`src/rtl/tl_timed_ctrl_pkg.sv`:
```
// Shared state and light codes for the two-road traffic light controller.
package tl_timed_ctrl_pkg;

  typedef enum logic [1:0] {
    S0 = 2'b00,
    S1 = 2'b01,
    S2 = 2'b10,
    S3 = 2'b11
  } state_t;

  localparam logic [1:0] GREEN  = 2'b00;
  localparam logic [1:0] YELLOW = 2'b01;
  localparam logic [1:0] RED    = 2'b10;

  function automatic int max_int(input int a, input int b);
    return (a > b) ? a : b;
  endfunction

endpackage

```
`src/rtl/tl_timed_ctrl_dff_en_r.sv`:
```
// One-bit D flip-flop with synchronous active-low reset (to 0) and load enable.
module tl_timed_ctrl_dff_en_r (
  input  logic clk,
  input  logic reset_n,
  input  logic en,
  input  logic d,
  output logic q
);

  always_ff @(posedge clk) begin
    if (!reset_n)
      q <= 1'b0;
    else if (en)
      q <= d;
  end

endmodule

```
`src/rtl/tl_timed_ctrl.sv`:
```
// Two-road traffic light controller: Moore FSM with a saturating dwell timer.
//  state | meaning
//  S0    | road A green,  road B red
//  S1    | road A yellow, road B red
//  S2    | road A red,    road B green
//  S3    | road A red,    road B yellow
module tl_timed_ctrl
  import tl_timed_ctrl_pkg::*;
#(
  parameter int MIN_GRN    = 10,
  parameter int YEL_CYCLES = 5,
  parameter int CNT_W      = 4
) (
  input  logic       clk,
  input  logic       reset_n,
  input  logic       en,
  input  logic       Ta,
  input  logic       Tb,
  output logic [1:0] La,
  output logic [1:0] Lb,
  output logic [1:0] state
);

  localparam logic [CNT_W-1:0] GRN_LAST  = CNT_W'(MIN_GRN - 1);
  localparam logic [CNT_W-1:0] YEL_LAST  = CNT_W'(YEL_CYCLES - 1);
  localparam logic [CNT_W-1:0] TIMER_SAT = CNT_W'(max_int(MIN_GRN, YEL_CYCLES) - 1);

  logic [1:0]       state_q;
  logic [1:0]       state_d;
  logic [CNT_W-1:0] timer_q;
  logic [CNT_W-1:0] timer_d;

  always_comb begin
    state_d = state_q;
    unique case (state_q)
      S0: if (!Ta && timer_q >= GRN_LAST)  state_d = S1;
      S1: if (timer_q == YEL_LAST)         state_d = S2;
      S2: if (!Tb && timer_q >= GRN_LAST)  state_d = S3;
      S3: if (timer_q == YEL_LAST)         state_d = S0;
      default: state_d = S0;
    endcase
  end

  // Timer restarts on every transition and parks at its ceiling so it never wraps.
  always_comb begin
    timer_d = timer_q;
    if (state_d != state_q)
      timer_d = '0;
    else if (timer_q != TIMER_SAT)
      timer_d = timer_q + CNT_W'(1);
  end

  for (genvar i = 0; i < 2; i++) begin : g_state_ff
    tl_timed_ctrl_dff_en_r u_ff (
      .clk     (clk),
      .reset_n (reset_n),
      .en      (en),
      .d       (state_d[i]),
      .q       (state_q[i])
    );
  end

  for (genvar i = 0; i < CNT_W; i++) begin : g_timer_ff
    tl_timed_ctrl_dff_en_r u_ff (
      .clk     (clk),
      .reset_n (reset_n),
      .en      (en),
      .d       (timer_d[i]),
      .q       (timer_q[i])
    );
  end

  always_comb begin
    La = RED;
    Lb = RED;
    unique case (state_q)
      S0: begin La = GREEN;  Lb = RED;    end
      S1: begin La = YELLOW; Lb = RED;    end
      S2: begin La = RED;    Lb = GREEN;  end
      S3: begin La = RED;    Lb = YELLOW; end
      default: begin La = RED; Lb = RED; end
    endcase
  end

  assign state = state_q;

endmodule

```
`config.mk`:
```
export PLATFORM = sky130hd
export DESIGN_NAME = tl_timed_ctrl
export DESIGN_NICKNAME = d
export VERILOG_FILES = /design/src/rtl/tl_timed_ctrl_pkg.sv /design/src/rtl/tl_timed_ctrl_dff_en_r.sv /design/src/rtl/tl_timed_ctrl.sv
export SDC_FILE = /design/constraint.sdc
export NUM_CORES = 1
export LEC_CHECK = 0
export BUFFER_PORTS_ARGS = -buffer_cell sky130_fd_sc_hd__buf_2
export CAP_MARGIN = 40
export CORE_UTILIZATION = 35
export DETAILED_ROUTE_END_ITERATION = 12
export PLACE_DENSITY = 0.63
export SETUP_SLACK_MARGIN = 0.1
export SLEW_MARGIN = 10
export SYNTH_ARGS = -nofsm -noshare
export SYNTH_HDL_FRONTEND = slang
export SYNTH_HIERARCHICAL = 1
export SYNTH_SLANG_ARGS = --single-unit
```
`constraint.sdc`:
```
create_clock -name clk -period 2.1 [get_ports clk]
set_clock_uncertainty 0.1 [all_clocks]
set_input_delay 0 -clock clk [delete_from_list [all_inputs] [get_ports clk]]
set_output_delay 0 -clock clk [all_outputs]
set_load 0.005 [all_outputs]
```
# Word level (Yosys, flattened, before mapping)
# Index checks and enable logic that the tools add are counted.
# word_totals
ff_bits	6
inputBits	5
# op_classes
n_lt_le_gt_ge	1
muxes	9
eq_ne	6
n_addsub	1
n_reduce_logical	9
# op_table
cell	n
2-bit case mux with 3 select lines	2
2-bit 2-to-1 mux	4
4-bit 2-to-1 mux	2
2-bit case mux with 4 select lines	1
4-bit by 1-bit adder with 4-bit output (second input constant)	1
2-bit == test (second input constant)	2
4-bit by 3-bit == test with 1-bit output (second input constant)	1
4-bit greater-or-equal comparator (second input constant)	1
4-bit != test (second input constant)	1
2-bit OR reduction	2
2-bit by 1-bit == test with 1-bit output (second input constant)	1
1-bit logical AND	2
1-bit logical NOT	2
2-bit logical NOT	1
2-bit != test	1
2-bit AND reduction	1
2-bit nonzero test	1

# Longest topological paths before layout
# depth
word_depth	7
mapped_depth	7
mapped_depth_nobuf	7

# Cells and area by module
# The synthesis kept the hierarchy.
# by_module_without_submodules
module	area_per_inst_um2	n_inst	seq_area_each_um2	cells_each
tl_timed_ctrl	255.2	1	0.0	31
tl_timed_ctrl_dff_en_r	36.3	6	20.0	3

# Least setup slack after synthesis
# OpenSTA, ideal clock, no wires.
# synth_path
path_type	register -> register
from	register g_timer_ff[0].u_ff.q
to	register g_timer_ff[0].u_ff.q
arrival_ns	1.401
setup_time_ns	0.116
t_required_ns	1.884
path_stages_with_launch	8
path_slack_ns	0.483
cell_sequence	dfxtp_1 -> inv_1 -> ha_1 -> nor3b_4 -> o41ai_4 -> nor2_1 -> mux2i_1 -> nor2b_1
# synth_between
elab_cells_between_ends	16
classes_between	add/sub: 1; order compare: 1; eq/ne: 3; mux: 7; reduce/logical: 4
# synth_rtl
item	line	rtl
start, declared	tl_timed_ctrl_dff_en_r.sv:7	output logic q
start signal, assigned	tl_timed_ctrl_dff_en_r.sv:12	q <= 1'b0;
start signal, assigned	tl_timed_ctrl_dff_en_r.sv:14	q <= d;
4-bit greater-or-equal comparator	tl_timed_ctrl.sv:36, tl_timed_ctrl.sv:38	
1-bit logical AND (on tied branches)	tl_timed_ctrl.sv:38, tl_timed_ctrl.sv:36	
2-bit 2-to-1 mux (on tied branches)	tl_timed_ctrl.sv:38, tl_timed_ctrl.sv:36	
2-bit case mux with 4 select lines	tl_timed_ctrl.sv:35	unique case (state_q)
2-bit != test	tl_timed_ctrl.sv:47	if (state_d != state_q)
4-bit 2-to-1 mux *	tl_timed_ctrl.sv:47	
via timer_d[0]	tl_timed_ctrl.sv:31	logic [CNT_W-1:0] timer_d;
# Mark *: on every way through the listed nets, which the timed path passes. The rest lies on a longest branch. The select of a mux whose other input is x is not followed.
# A chain may end at the register's enable or synchronous reset.

# Worst setup path in the final report
# Same ends and word-level chain as after synthesis.

==> results.py <==
metrics = {
    "run_status": {
        "status": "finished, final reports clean",
    },
    "clock_tree": {
        "ctsResizeCount": 0,
        "h-tree-depth": 1,
        "cts_buffer_depth": 2,
        "cts_tree": "yes",
        "cts.sinks": 6,
        "clk_pin_slew_ns": 0.04,
        "clock_latency_ns": 0.24,
        "cts_made_buffers": 3,
        "hold_buffers": 1,
        "cts_root_buf": "clkbuf_4",
        "post_cts_buffers": 0,
    },
    "sta": {
        "min_period_ns": 1.75,
        "fin_ws_ns": 0.355,
        "rsz0062_at_grt": "no",
        "finalSetupTns_ns": 0,
        "hold_viol": 0,
        "relSlewSlack": 0.767,
        "worstMarginPinSlew_ns": 0.349,
        "holdWs_ns": 0.0712,
        "fmax_mhz": 573,
        "period_share": 0.831,
        "finalSetupViolCount": 0,
        "slew_violations": 0,
    },
    "critical_path": {
        "cpPeakStageDelay_ns": 0.42,
        "reg2reg_from": "g_timer_ff[0].u_ff/q$_SDFFE_PN0P_",
        "worst-endpoint-required_ns": 2.13,
        "critPathMaxFanout": 6,
        "path_cells": "inv_1 > ha_1 > nor3b_4 > o41ai_4 > nor2_1 > mux2i_1 > nor2b_1",
        "startpoint": "g_timer_ff[0].u_ff/q$_SDFFE_PN0P_",
        "path_class": "register to register",
        "critPathSlowestCell": "dfxtp_1",
        "reg2reg_to": "g_timer_ff[0].u_ff/q$_SDFFE_PN0P_",
        "crit_end": "g_timer_ff[0].u_ff/q$_SDFFE_PN0P_",
        "worstRegToRegCells": 7,
        "end_kind": "register",
        "rrSetupSlack_ns": 0.35,
        "cp.arrival_ns": 1.78,
        "critical_path.startpoint_type": "register",
    },
    "die": {
        "dieArea_um2": 1500,
        "fp-row-count": 12,
        "die_w_um": 38.8,
        "ios": 11,
        "die_height_um": 38.8,
        "core_um2": 1190,
        "initial_utilization": 0.399,
    },
    "cells_and_area": {
        "fin_util": 0.480,
        "fillCellCount": 115,
        "fin_cells": 76,
        "seqCellArea_um2": 120,
        "n_antenna_cell": 0,
        "fin_area_um2": 569,
        "areaGrowthSynthToFinish_pct": 20.4,
        "final_nets": 72,
        "multi_input_area_um2": 334,
        "drive_above_1_share": 0.290,
    },
    "yosys": {
        "syn_nets": 57,
        "ys_types": 23,
        "yosysMostFrequentCell": "mux2i_1",
        "synth_enable_flop_cells": 0,
        "syn_inst": 49,
        "yosys-top-cells-count": "7 x mux2i_1, 6 x dfxtp_1, 6 x nor2b_1",
        "yosysTopAreaCell": "dfxtp_1",
        "netlist_area_um2": 473,
        "synth_area_leaders": "dfxtp_1 25%, mux2i_1 15%, ha_1 7.9%",
        "ys.flop_type": "dfxtp_1",
        "ys_seq_elements": 6,
        "ys_seq_area_frac": 0.254,
        "avgSynthCellArea_um2": 9.65,
        "synth_top_cell_area_share": 0.254,
        "yosysWarnings": 6,
        "async_flop_share": 0,
    },
    "global_routing": {
        "grt_pass1_vias": 389,
        "grt_max_degree": 11,
        "grt_pass1_wl_um": 1480,
        "track_usage": 0.151,
        "overflow": 0,
        "antenna_found_initial": 0,
    },
    "drt": {
        "vias_per_cell": 4.82,
        "drc_errors": 0,
        "drtPass1Iterations": 2,
        "avgRoutedWirePerCell_um": 10.3,
        "dr_total_vias": 366,
        "totalWireLength_um": 779,
        "final_antenna_net_count": 0,
        "drtIter0Drc": 3,
    },
    "place": {
        "dp.cells": 72,
        "dp_hpwl_um": 609,
        "port-buffer-count": 10,
        "place_area_um2": 537,
        "place_congestion": 0.767,
        "dp_slack_ns": 0.346,
    },
    "job": {
        "maxCapViolations": 0,
    },
    "pwr": {
        "ir_drop_v": 0.000333,
        "power.density_nw_per_um2": 483,
        "p_leak_nw": 0.264,
        "fin_total_pwr_uw": 275,
    },
    "worst_hold_path": {
        "hold_path_class": "input pin to register",
    },
}
where the power goes:
| part | leakage [nW] | total [mW] | switching (mW) | internal, mW |
|---|---|---|---|---|
| Sequential | 0.0487 | 0.124 | 0.00582 | 0.118 |
| Combinational | 0.201 | 0.0486 | 0.0228 | 0.0258 |
| Clock | 0.0138 | 0.102 | 0.0379 | 0.0644 |
| Total | 0.264 | 0.275 | 0.0666 | 0.208 |
registers in the layout, summed over array words and instances, names as in the netlist:
| name | cells |
|---|---|
| g_timer_ff.u_ff/q | 4 |
| g_state_ff.u_ff/q | 2 |
layer usage:
| layer | GRT usage | part of all wire | vias to the layer above |
|---|---|---|---|
| met5 | 0 | 0 | - |
| met4 | 0.181 | 0.013 | 0 |
| met3 | 0.0173 | 0.0090 | 2 |
| met2 | 0.225 | 0.49 | 2 |
| met1 | 0.167 | 0.49 | 165 |
| li1 | - | - | 197 |
cell families after synthesis:
kind of cell	count (synthesis)	synth area share
simple gates	19	0.267
mux	8	0.180
compound gates	6	0.143
flops	6	0.254
buf+inv	5	0.0397
fa+ha+maj	3	0.0794
xor+xnor	2	0.0370
layout make-up:
type / count / share of cell area
Clock buffer: 3 / 0.0396
Inverter: 4 / 0.0264
Multi-Input combinational cell: 38 / 0.587
Sequential cell: 6 / 0.211
Tap cell: 14 / 0.0308
Timing Repair Buffer: 11 / 0.105
layout by cell type (no fill, tap or decap), drive strengths merged, types with 2 or more instances in the layout:
master and count:
clkbuf 3, inv 4, nor2 3, nand3b 2
ha 3, nand2 2, dfxtp 6, mux2i 7
nor2b 6, xnor2 2, buf 10
how the worst min path moves through the flow:
| stage | slack, ns | endpoint | cells past startpoint | startpoint |
|---|---|---|---|---|
| after floorplan | 0.03 | g_state_ff[0].u_ff/q$_SDFFE_PN0P_ | 1 | reset_n |
| after global placement | 0.18 | g_timer_ff[1].u_ff/q$_SDFFE_PN0P_ | 2 | reset_n |
| after detailed placement | 0.17 | g_timer_ff[0].u_ff/q$_SDFFE_PN0P_ | 2 | reset_n |
| after CTS | 0.07 | g_timer_ff[1].u_ff/q$_SDFFE_PN0P_ | 3 | en |
| after global routing | 0.10 | g_timer_ff[1].u_ff/q$_SDFFE_PN0P_ | 3 | en |
| final | 0.07 | g_timer_ff[1].u_ff/q$_SDFFE_PN0P_ | 3 | en |
worst max-delay path: cells and delay by family, from the launching register on:
kind | cells | cell delay [ns]
flip-flops | 1 | 0.42
adder cells (fa/ha/maj) | 1 | 0.24
buffers and inverters | 1 | 0.07
multiplexers | 1 | 0.15
AO/OA/AOI/OAI | 1 | 0.34
AND/OR/NAND/NOR | 3 | 0.33
Power figures use the tool's default switching activity.
